**config.mk**
```make
export PLATFORM = sky130hd
export DESIGN_NAME = mem_stage_seq
export DESIGN_NICKNAME = d
export VERILOG_FILES = /design/src/rtl/mem_stage_seq.sv
export SDC_FILE = /design/constraint.sdc
export NUM_CORES = 1
export LEC_CHECK = 0
export CORE_MARGIN = 4
export CORE_UTILIZATION = 49
export CTS_CLUSTER_DIAMETER = 120
export DETAILED_ROUTE_END_ITERATION = 16
export PLACE_DENSITY = 0.86
export RECOVER_POWER = 25
export SYNTH_ARGS = -nofsm -noshare
export SYNTH_HDL_FRONTEND = slang
export SYNTH_SLANG_ARGS = --single-unit
```
**constraint.sdc**
```tcl
create_clock -name clk -period 6.21 [get_ports clk]
set_input_delay 0.9315 -clock clk [delete_from_list [all_inputs] [get_ports clk]]
set_output_delay 0.9315 -clock clk [all_outputs]
set_load 0.02 [all_outputs]
```
**src/rtl/mem_stage_seq.sv**
```systemverilog
// MEM-stage sequencer for the pipelined LC-3b datapath: runs the data-memory handshake,
// stalls the pipeline while an access is outstanding and chains the two accesses of LDI/STI.
module mem_stage_seq #(
  parameter int unsigned WIDTH = 16
) (
  input  logic             clk,
  input  logic             rst,
  input  logic             req_valid,
  input  logic             req_mem_read,
  input  logic             req_mem_write,
  input  logic             req_is_ldi,
  input  logic             req_is_sti,
  input  logic [1:0]       req_byte_enable,
  input  logic [WIDTH-1:0] req_address,
  input  logic [WIDTH-1:0] req_wdata,
  output logic             dmem_read,
  output logic             dmem_write,
  output logic [WIDTH-1:0] dmem_address,
  output logic [WIDTH-1:0] dmem_wdata,
  output logic [1:0]       dmem_byte_enable,
  input  logic             dmem_resp,
  input  logic [WIDTH-1:0] dmem_rdata,
  output logic             mem_stall,
  output logic             mem_done,
  output logic [WIDTH-1:0] mem_rdata
);

  typedef enum logic [1:0] {StIdle, StAcc1, StAcc2, StDone} state_e;
  typedef enum logic [1:0] {ClsRead, ClsWrite, ClsLdi, ClsSti} cls_e;

  state_e           state_q;
  cls_e             cls_q;
  cls_e             req_cls;
  logic [WIDTH-1:0] addr_q;
  logic [WIDTH-1:0] wdata_q;
  logic [1:0]       be_q;
  logic [WIDTH-1:0] ptr_q;
  logic [WIDTH-1:0] rdata_q;
  logic             req_is_mem;

  assign req_is_mem = req_valid & (req_mem_read | req_mem_write | req_is_ldi | req_is_sti);

  always_comb begin
    req_cls = ClsRead;
    if (req_is_sti)         req_cls = ClsSti;
    else if (req_is_ldi)    req_cls = ClsLdi;
    else if (req_mem_write) req_cls = ClsWrite;
  end

  always_ff @(posedge clk or posedge rst) begin
    if (rst) begin
      state_q <= StIdle;
      cls_q   <= ClsRead;
      addr_q  <= '0;
      wdata_q <= '0;
      be_q    <= '0;
      ptr_q   <= '0;
      rdata_q <= '0;
    end else begin
      unique case (state_q)
        StIdle: begin
          if (req_is_mem) begin
            cls_q   <= req_cls;
            addr_q  <= {req_address[WIDTH-1:1], 1'b0};
            wdata_q <= req_wdata;
            be_q    <= req_byte_enable;
            state_q <= StAcc1;
          end
        end
        StAcc1: begin
          if (dmem_resp) begin
            unique case (cls_q)
              ClsRead: begin
                rdata_q <= dmem_rdata;
                state_q <= StDone;
              end
              ClsWrite: state_q <= StDone;
              // LDI and STI: first access fetched the pointer
              default: begin
                ptr_q   <= {dmem_rdata[WIDTH-1:1], 1'b0};
                state_q <= StAcc2;
              end
            endcase
          end
        end
        StAcc2: begin
          if (dmem_resp) begin
            if (cls_q == ClsLdi) rdata_q <= dmem_rdata;
            state_q <= StDone;
          end
        end
        StDone: state_q <= StIdle;
        default: state_q <= StIdle;
      endcase
    end
  end

  // Outputs decode straight from state so an async reset drops the strobes at once.
  always_comb begin
    dmem_read        = 1'b0;
    dmem_write       = 1'b0;
    dmem_address     = '0;
    dmem_wdata       = '0;
    dmem_byte_enable = 2'b00;
    mem_stall        = 1'b0;
    mem_done         = 1'b0;
    unique case (state_q)
      StIdle: mem_stall = req_is_mem;
      StAcc1: begin
        mem_stall    = 1'b1;
        dmem_address = addr_q;
        if (cls_q == ClsWrite) begin
          dmem_write       = 1'b1;
          dmem_wdata       = wdata_q;
          dmem_byte_enable = be_q;
        end else begin
          dmem_read        = 1'b1;
          dmem_byte_enable = 2'b11;
        end
      end
      StAcc2: begin
        mem_stall        = 1'b1;
        dmem_address     = ptr_q;
        dmem_byte_enable = 2'b11;
        if (cls_q == ClsSti) begin
          dmem_write = 1'b1;
          dmem_wdata = wdata_q;
        end else begin
          dmem_read = 1'b1;
        end
      end
      StDone: mem_done = 1'b1;
      default: ;
    endcase
  end

  assign mem_rdata = rdata_q;

endmodule

```
==> results by group, run 1 <==
STA
  – Final setup fails: 0
  – Setup tns final: 0 ns
  – Final Skew: 0.00883 ns
  – Max Fclk: 0.222 GHz
  – Slew Limit Headroom: -144%
  – Least-Margin Pin Slew: 3.65 ns
  – Final-report max-slew violation count: 69
  – Final Cycle Share: 72.6%
  – Final setup margin: 1.70 ns
  – Final hold viol count: 0
  – Post-route minimum period: 4.51 ns
  – Hold WS: 0.502 ns
  – Unrepaired setup endpoints after global routing: no

Detailed routing
  – DRC Markers: 0
  – Routed via count: 2,201
  – DRT iter0 DRCs: 70
  – DRT Pass-1 Iters: 4
  – Vias/cell: 5.17
  – Drt wl/cell: 17.0 um
  – Number of routed nets with antenna violations: 0
  – DRT Wirelength: 7.26 mm

Die
  – I/O pins: 112
  – Die area: 7850 um2
  – Floorplan core area: 6310 um2
  – Initial Utilization: 50.4%
  – # rows: 29
  – Die height: 88.6 um
  – Die width: 88.6 um

Logic synthesis
  – Primary FF master, synth: dfrtp_1
  – Leading area contributor after synthesis: dfrtp_1
  – Synth top area share: 53.5%
  – Sequential element share of the synthesized area: 53.5%
  – Post-Syn Area: 3180 um2
  – Mapped Nets: 301
  – Synth async-reset ratio: 100%
  – Post-synth EDFFs: 0
  – Synthesized area per cell: 13.4 um2
  – Synth top area cells: dfrtp_1 (53%), mux2_2 (19%), mux2_4 (4.7%)
  – Yosys cell types: 29
  – Yosys warns: 0
  – #FFs+latches synth: 68
  – Cells after synthesis: 238

Setup path
  – Crit. End Element: asynchronous set/reset pin
  – Max stage delay cell, worst path: clkbuf_1
  – Slowest stage delay, CP: 2.56 ns
  – Crit start category: input pin
  – Reg2reg end: ptr_q[1]
  – Reg-to-reg setup timing slack: 3.45 ns
  – R2R depth: 4
  – CP Cell Sequence: dlygate4sd3_1, clkinv_1, clkbuf_1
  – CP Class: in -> async
  – Worst Path Required: 5.81 ns
  – CP arrival: 4.11 ns
  – Worst-path fanout max: 68
  – Worst r2r src: state_q[1]

GRT
  – First-pass GRT wire length: 11.6 mm
  – Antenna violations before repair: 0
  – Total grt overflow: 0
  – Largest net degree at the start of global routing: 69
  – Number of global-route vias before repair: 2,380
  – GRT Total Usage: 19.6%

CTS
  – CTS sink cnt: 68
  – CTS tree: yes
  – Root buffer cell: clkbuf_8
  – CTS clk-pin slew, worst paths: 0.07 ns
  – Hold buffers post-CTS: 0
  – Number of CTS-inserted buffers: 9
  – Bufs on Longest Clock Path: 2
  – Post-CTS Setup Bufs: 0
  – CTS resizes: 0
  – CTS H-tree depth: 3
  – Worst-skew pair later-pin latency: 0.34 ns

Power and ir drop
  – Lkg Pwr: 1.90 nW
  – Pwr per Cell Area: 535 nW/um2
  – Max VDD drop: 0.415 mV

Layout
  – Syn-to-layout area delta: 41.6%
  – Layout fillers: 479
  – Number of diodes: 0
  – Most frequent cells in the layout: clkdlybuf4s50_1 (108), dfrtp_1 (68), mux2_2 (54), nor2b_1 (16), and2_1 (16)
  – Commonest non-fill, non-tap cell in the layout: clkdlybuf4s50_1
  – Final Net Count: 408
  – Finished Layout Cells: 426
  – Share of layout cells above drive strength 1: 24.6%

Run status
  – Violations in the final reports: capacitance limit, slew limit
  – Status: finished, violations left

Place
  – Placed Cells: 411
  – DP HPWL: 5.07 mm
  – Pre-CTS setup slack: 2.21 ns
  – IO buf count: 109
  – Final RePlAce weighted congestion: 0.745

Run
  – Max Cap Viol: 1

Hold path
  – Hold_sp: wdata_q[0]
  – Worst hold path type: reg -> reg
  – WHS Endpoint: wdata_q[0]
  – Worst hold path cell count: 1
worst max-delay path by stage:
stage	from	to	slack [ns]	depth (start not counted)
5_1_grt	rst	state_q[1]	0.94	3
4_1_cts	state_q[1]	dmem_wdata[13]	1.84	6
3_3_place_gp	state_q[0]	dmem_wdata[4]	2.25	6
2_1_floorplan	req_mem_read	mem_stall	3.52	6
3_5_place_dp	state_q[1]	dmem_wdata[13]	2.21	6
6_report	rst	ptr_q[11]	1.70	3
power breakdown:
part	internal (mW)	switching, mW
registers	0.670	0.119
logic	0.650	0.570
clock network	0.245	0.158
kinds of logic (layout without fill, tap and decap cells):
group	after synthesis	after routing	share of synthesized area, %
buf+inv	19	130	3.77
mux	65	65	24.1
other cells	1	1	0.118
fa+ha+maj	5	5	1.97
simple gates	49	49	9.83
flops	68	68	53.5
compound gates	31	31	6.72
state kept, by name (all words and copies together) (netlist names):
name and count:
be_q 2, cls_q 2, mem_rdata 16, ptr_q 15, state_q 2, wdata_q 16
addr_q 15
area by class of cell:
type	instances	area, um2	share of cell area, %
Sequential cell	68	1700	37.7
Multi-Input combinational cell	151	1370	30.4
Timing Repair Buffer	111	1100	24.5
Clock buffer	11	151	3.36
Tap cell	77	96.3	2.14
Clock inverter	4	72.6	1.61
Inverter	4	15.0	0.333
through the flow:
step | util [%] | area [um2] | power, mW
after floorplan | - | 3180 | 1.56
after global placement | 67.9 | 4290 | 1.98
after detailed placement | 67.9 | 4290 | 2.03
after CTS | 71.5 | 4510 | 2.45
after global routing | 71.4 | 4510 | 2.57
final | 71.4 | 4510 | 2.41
cell usage after synthesis (3+ instances only):
master / n
dfrtp_1: 68
mux2_2: 54
and2_1: 16
nor2b_1: 16
a22oi_1: 15
mux2_4: 10
a21oi_1: 6
buf_2: 6
nor2_1: 6
buf_6: 5
ha_1: 5
inv_1: 4
nand2_1: 4
o21a_1: 4
clkbuf_1: 3
o21ai_0: 3
per-layer routing:
| layer | vias to the layer above | global-route usage, % | share of wire [%] | wire length (um) |
|---|---|---|---|---|
| met2 | 77 | 33.4 | 50 | 3640 |
| met3 | 8 | 5.21 | 7.2 | 525 |
| li1 | 1044 | - | - | - |
| met1 | 1072 | 24.1 | 42 | 3020 |
| met5 | - | 0 | 0 | 0 |
| met4 | 0 | 7.01 | 1.1 | 83 |
critical path: cells and delay by family:
family	cells	cell delay [ns]
buffers and inverters	3	3.15
Power figures use the tool's default switching activity.
==> run 2, diff against run 1 <==
CORE_UTILIZATION = 41   (was 49)
PLACE_DENSITY = 0.77   (was 0.86)
clock period = 4 ns   (was 6.21 ns; I/O delays follow)
==> results by group, run 2 (same netlist as run 1, synthesis figures left out) <==
Setup path
  – Worst-path fanout max: 38
  – Crit start category: input pin
  – CP Cell Sequence: clkdlybuf4s50_1, nor4_2, nor2_4, nor2_1, nor2_1, clkdlybuf4s50_1
  – CP arrival: 2.86 ns
  – Max stage delay cell, worst path: nor2_4
  – Crit. End Element: primary output
  – Worst Path Required: 3.40 ns
  – Slowest stage delay, CP: 0.84 ns
  – CP Class: in -> out

STA
  – Slew Limit Headroom: -13.2%
  – Final setup margin: 0.545 ns
  – Final setup fails: 0
  – Final-report max-slew violation count: 46
  – Post-route minimum period: 3.46 ns
  – Final Skew: 0.0131 ns
  – Least-Margin Pin Slew: 1.70 ns
  – Setup tns final: 0 ns
  – Final Cycle Share: 86.4%
  – Max Fclk: 0.289 GHz
  – Final hold viol count: 0
  – Unrepaired setup endpoints after global routing: no

CTS
  – Root buffer cell: clkbuf_8
  – CTS tree: yes
  – Post-CTS Setup Bufs: 0
  – Worst-skew pair later-pin latency: 0.34 ns
  – CTS H-tree depth: 3
  – Number of CTS-inserted buffers: 9
  – CTS sink cnt: 68
  – CTS resizes: 0
  – Bufs on Longest Clock Path: 2
  – CTS clk-pin slew, worst paths: 0.07 ns
  – Hold buffers post-CTS: 0

Detailed routing
  – Routed via count: 2,238
  – Vias/cell: 4.95
  – Drt wl/cell: 16.2 um
  – DRT iter0 DRCs: 69
  – DRC Markers: 0
  – Number of routed nets with antenna violations: 0
  – DRT Wirelength: 7.33 mm
  – DRT Pass-1 Iters: 4

GRT
  – First-pass GRT wire length: 11.7 mm
  – Antenna violations before repair: 0
  – GRT Total Usage: 16.6%
  – Total grt overflow: 0
  – Largest net degree at the start of global routing: 46
  – Number of global-route vias before repair: 2,381

Die
  – Die width: 96.1 um
  – I/O pins: 112
  – # rows: 31
  – Initial Utilization: 43.0%
  – Floorplan core area: 7410 um2
  – Die area: 9240 um2
  – Die height: 96.1 um

Place
  – Placed Cells: 436
  – DP HPWL: 5.25 mm
  – IO buf count: 109
  – Final RePlAce weighted congestion: 0.707
  – Pre-CTS setup slack: 0.529 ns

Run status
  – Violations in the final reports: capacitance limit, slew limit
  – Status: finished, violations left

Layout
  – Most frequent cells in the layout: clkdlybuf4s50_1 (108), dfrtp_1 (68), mux2_2 (54), nor2b_1 (16), and2_1 (16)
  – Share of layout cells above drive strength 1: 25.5%
  – Finished Layout Cells: 452
  – Final Net Count: 411
  – Number of diodes: 0
  – Commonest non-fill, non-tap cell in the layout: clkdlybuf4s50_1
  – Syn-to-layout area delta: 42.1%

Run
  – Max Cap Viol: 1

Hold path
  – Worst hold path type: reg -> reg

Power and ir drop
  – Pwr per Cell Area: 811 nW/um2
  – Max VDD drop: 0.401 mV
  – Lkg Pwr: 1.90 nW
==> run 2: final timing paths <==
check	startpoint	endpoint	slack [ns]	depth (start not counted)
max	req_is_ldi	mem_stall	0.54	6
min	wdata_q[15]	wdata_q[15]	0.50	1
max reg2reg	state_q[1]	ptr_q[14]	1.39	5
min reg2reg	wdata_q[15]	wdata_q[15]	0.50	1
max in group asynchronous	rst	addr_q[1]	0.86	3
min in group asynchronous	rst	mem_rdata[5]	1.23	2
==> run 2: power breakdown <==
group / leakage (nW) / internal [mW] / switching [mW] / total (mW)
Sequential: 0.806 / 1.04 / 0.183 / 1.22
Clock: 0.0876 / 0.259 / 0.266 / 0.525
Combinational: 1.00 / 1.03 / 0.887 / 1.92
==> run 2: worst max-delay path: cells and delay by family <==
kind	cells	cell delay, ns
buffers and inverters	2	1.13
and+or+nand+nor	4	1.12
==> run 2: cell type report <==
class | instances | area [um2]
Clock buffer | 11 | 151
Clock inverter | 5 | 36.3
Fill cell | 610 | 2890
Inverter | 4 | 15.0
Multi-Input combinational cell | 151 | 1370
Sequential cell | 68 | 1700
Tap cell | 99 | 124
Timing Repair Buffer | 114 | 1120
==> run 2: per-layer routing <==
| layer | part of all wire, % | up-vias | wire length (um) | GRT usage [%] |
|---|---|---|---|---|
| met1 | 44 | 1115 | 3190 | 20.4 |
| met4 | 0.35 | 0 | 26 | 4.38 |
| li1 | - | 1047 | - | - |
| met3 | 6.6 | 4 | 481 | 5.16 |
| met5 | 0 | - | 0 | 0 |
| met2 | 50 | 72 | 3630 | 28.3 |
==> run 2: metrics by stage <==
step	util [%]	hold slack, ns	cell area, um2	power, mW
floorplan	-	0.472	3180	2.42
global placement	58.6	0.480	4340	3.12
detailed placement	58.6	0.487	4340	3.17
CTS	61.1	0.504	4530	3.70
global route	61.0	0.523	4520	3.91
finish	61.0	0.502	4520	3.67
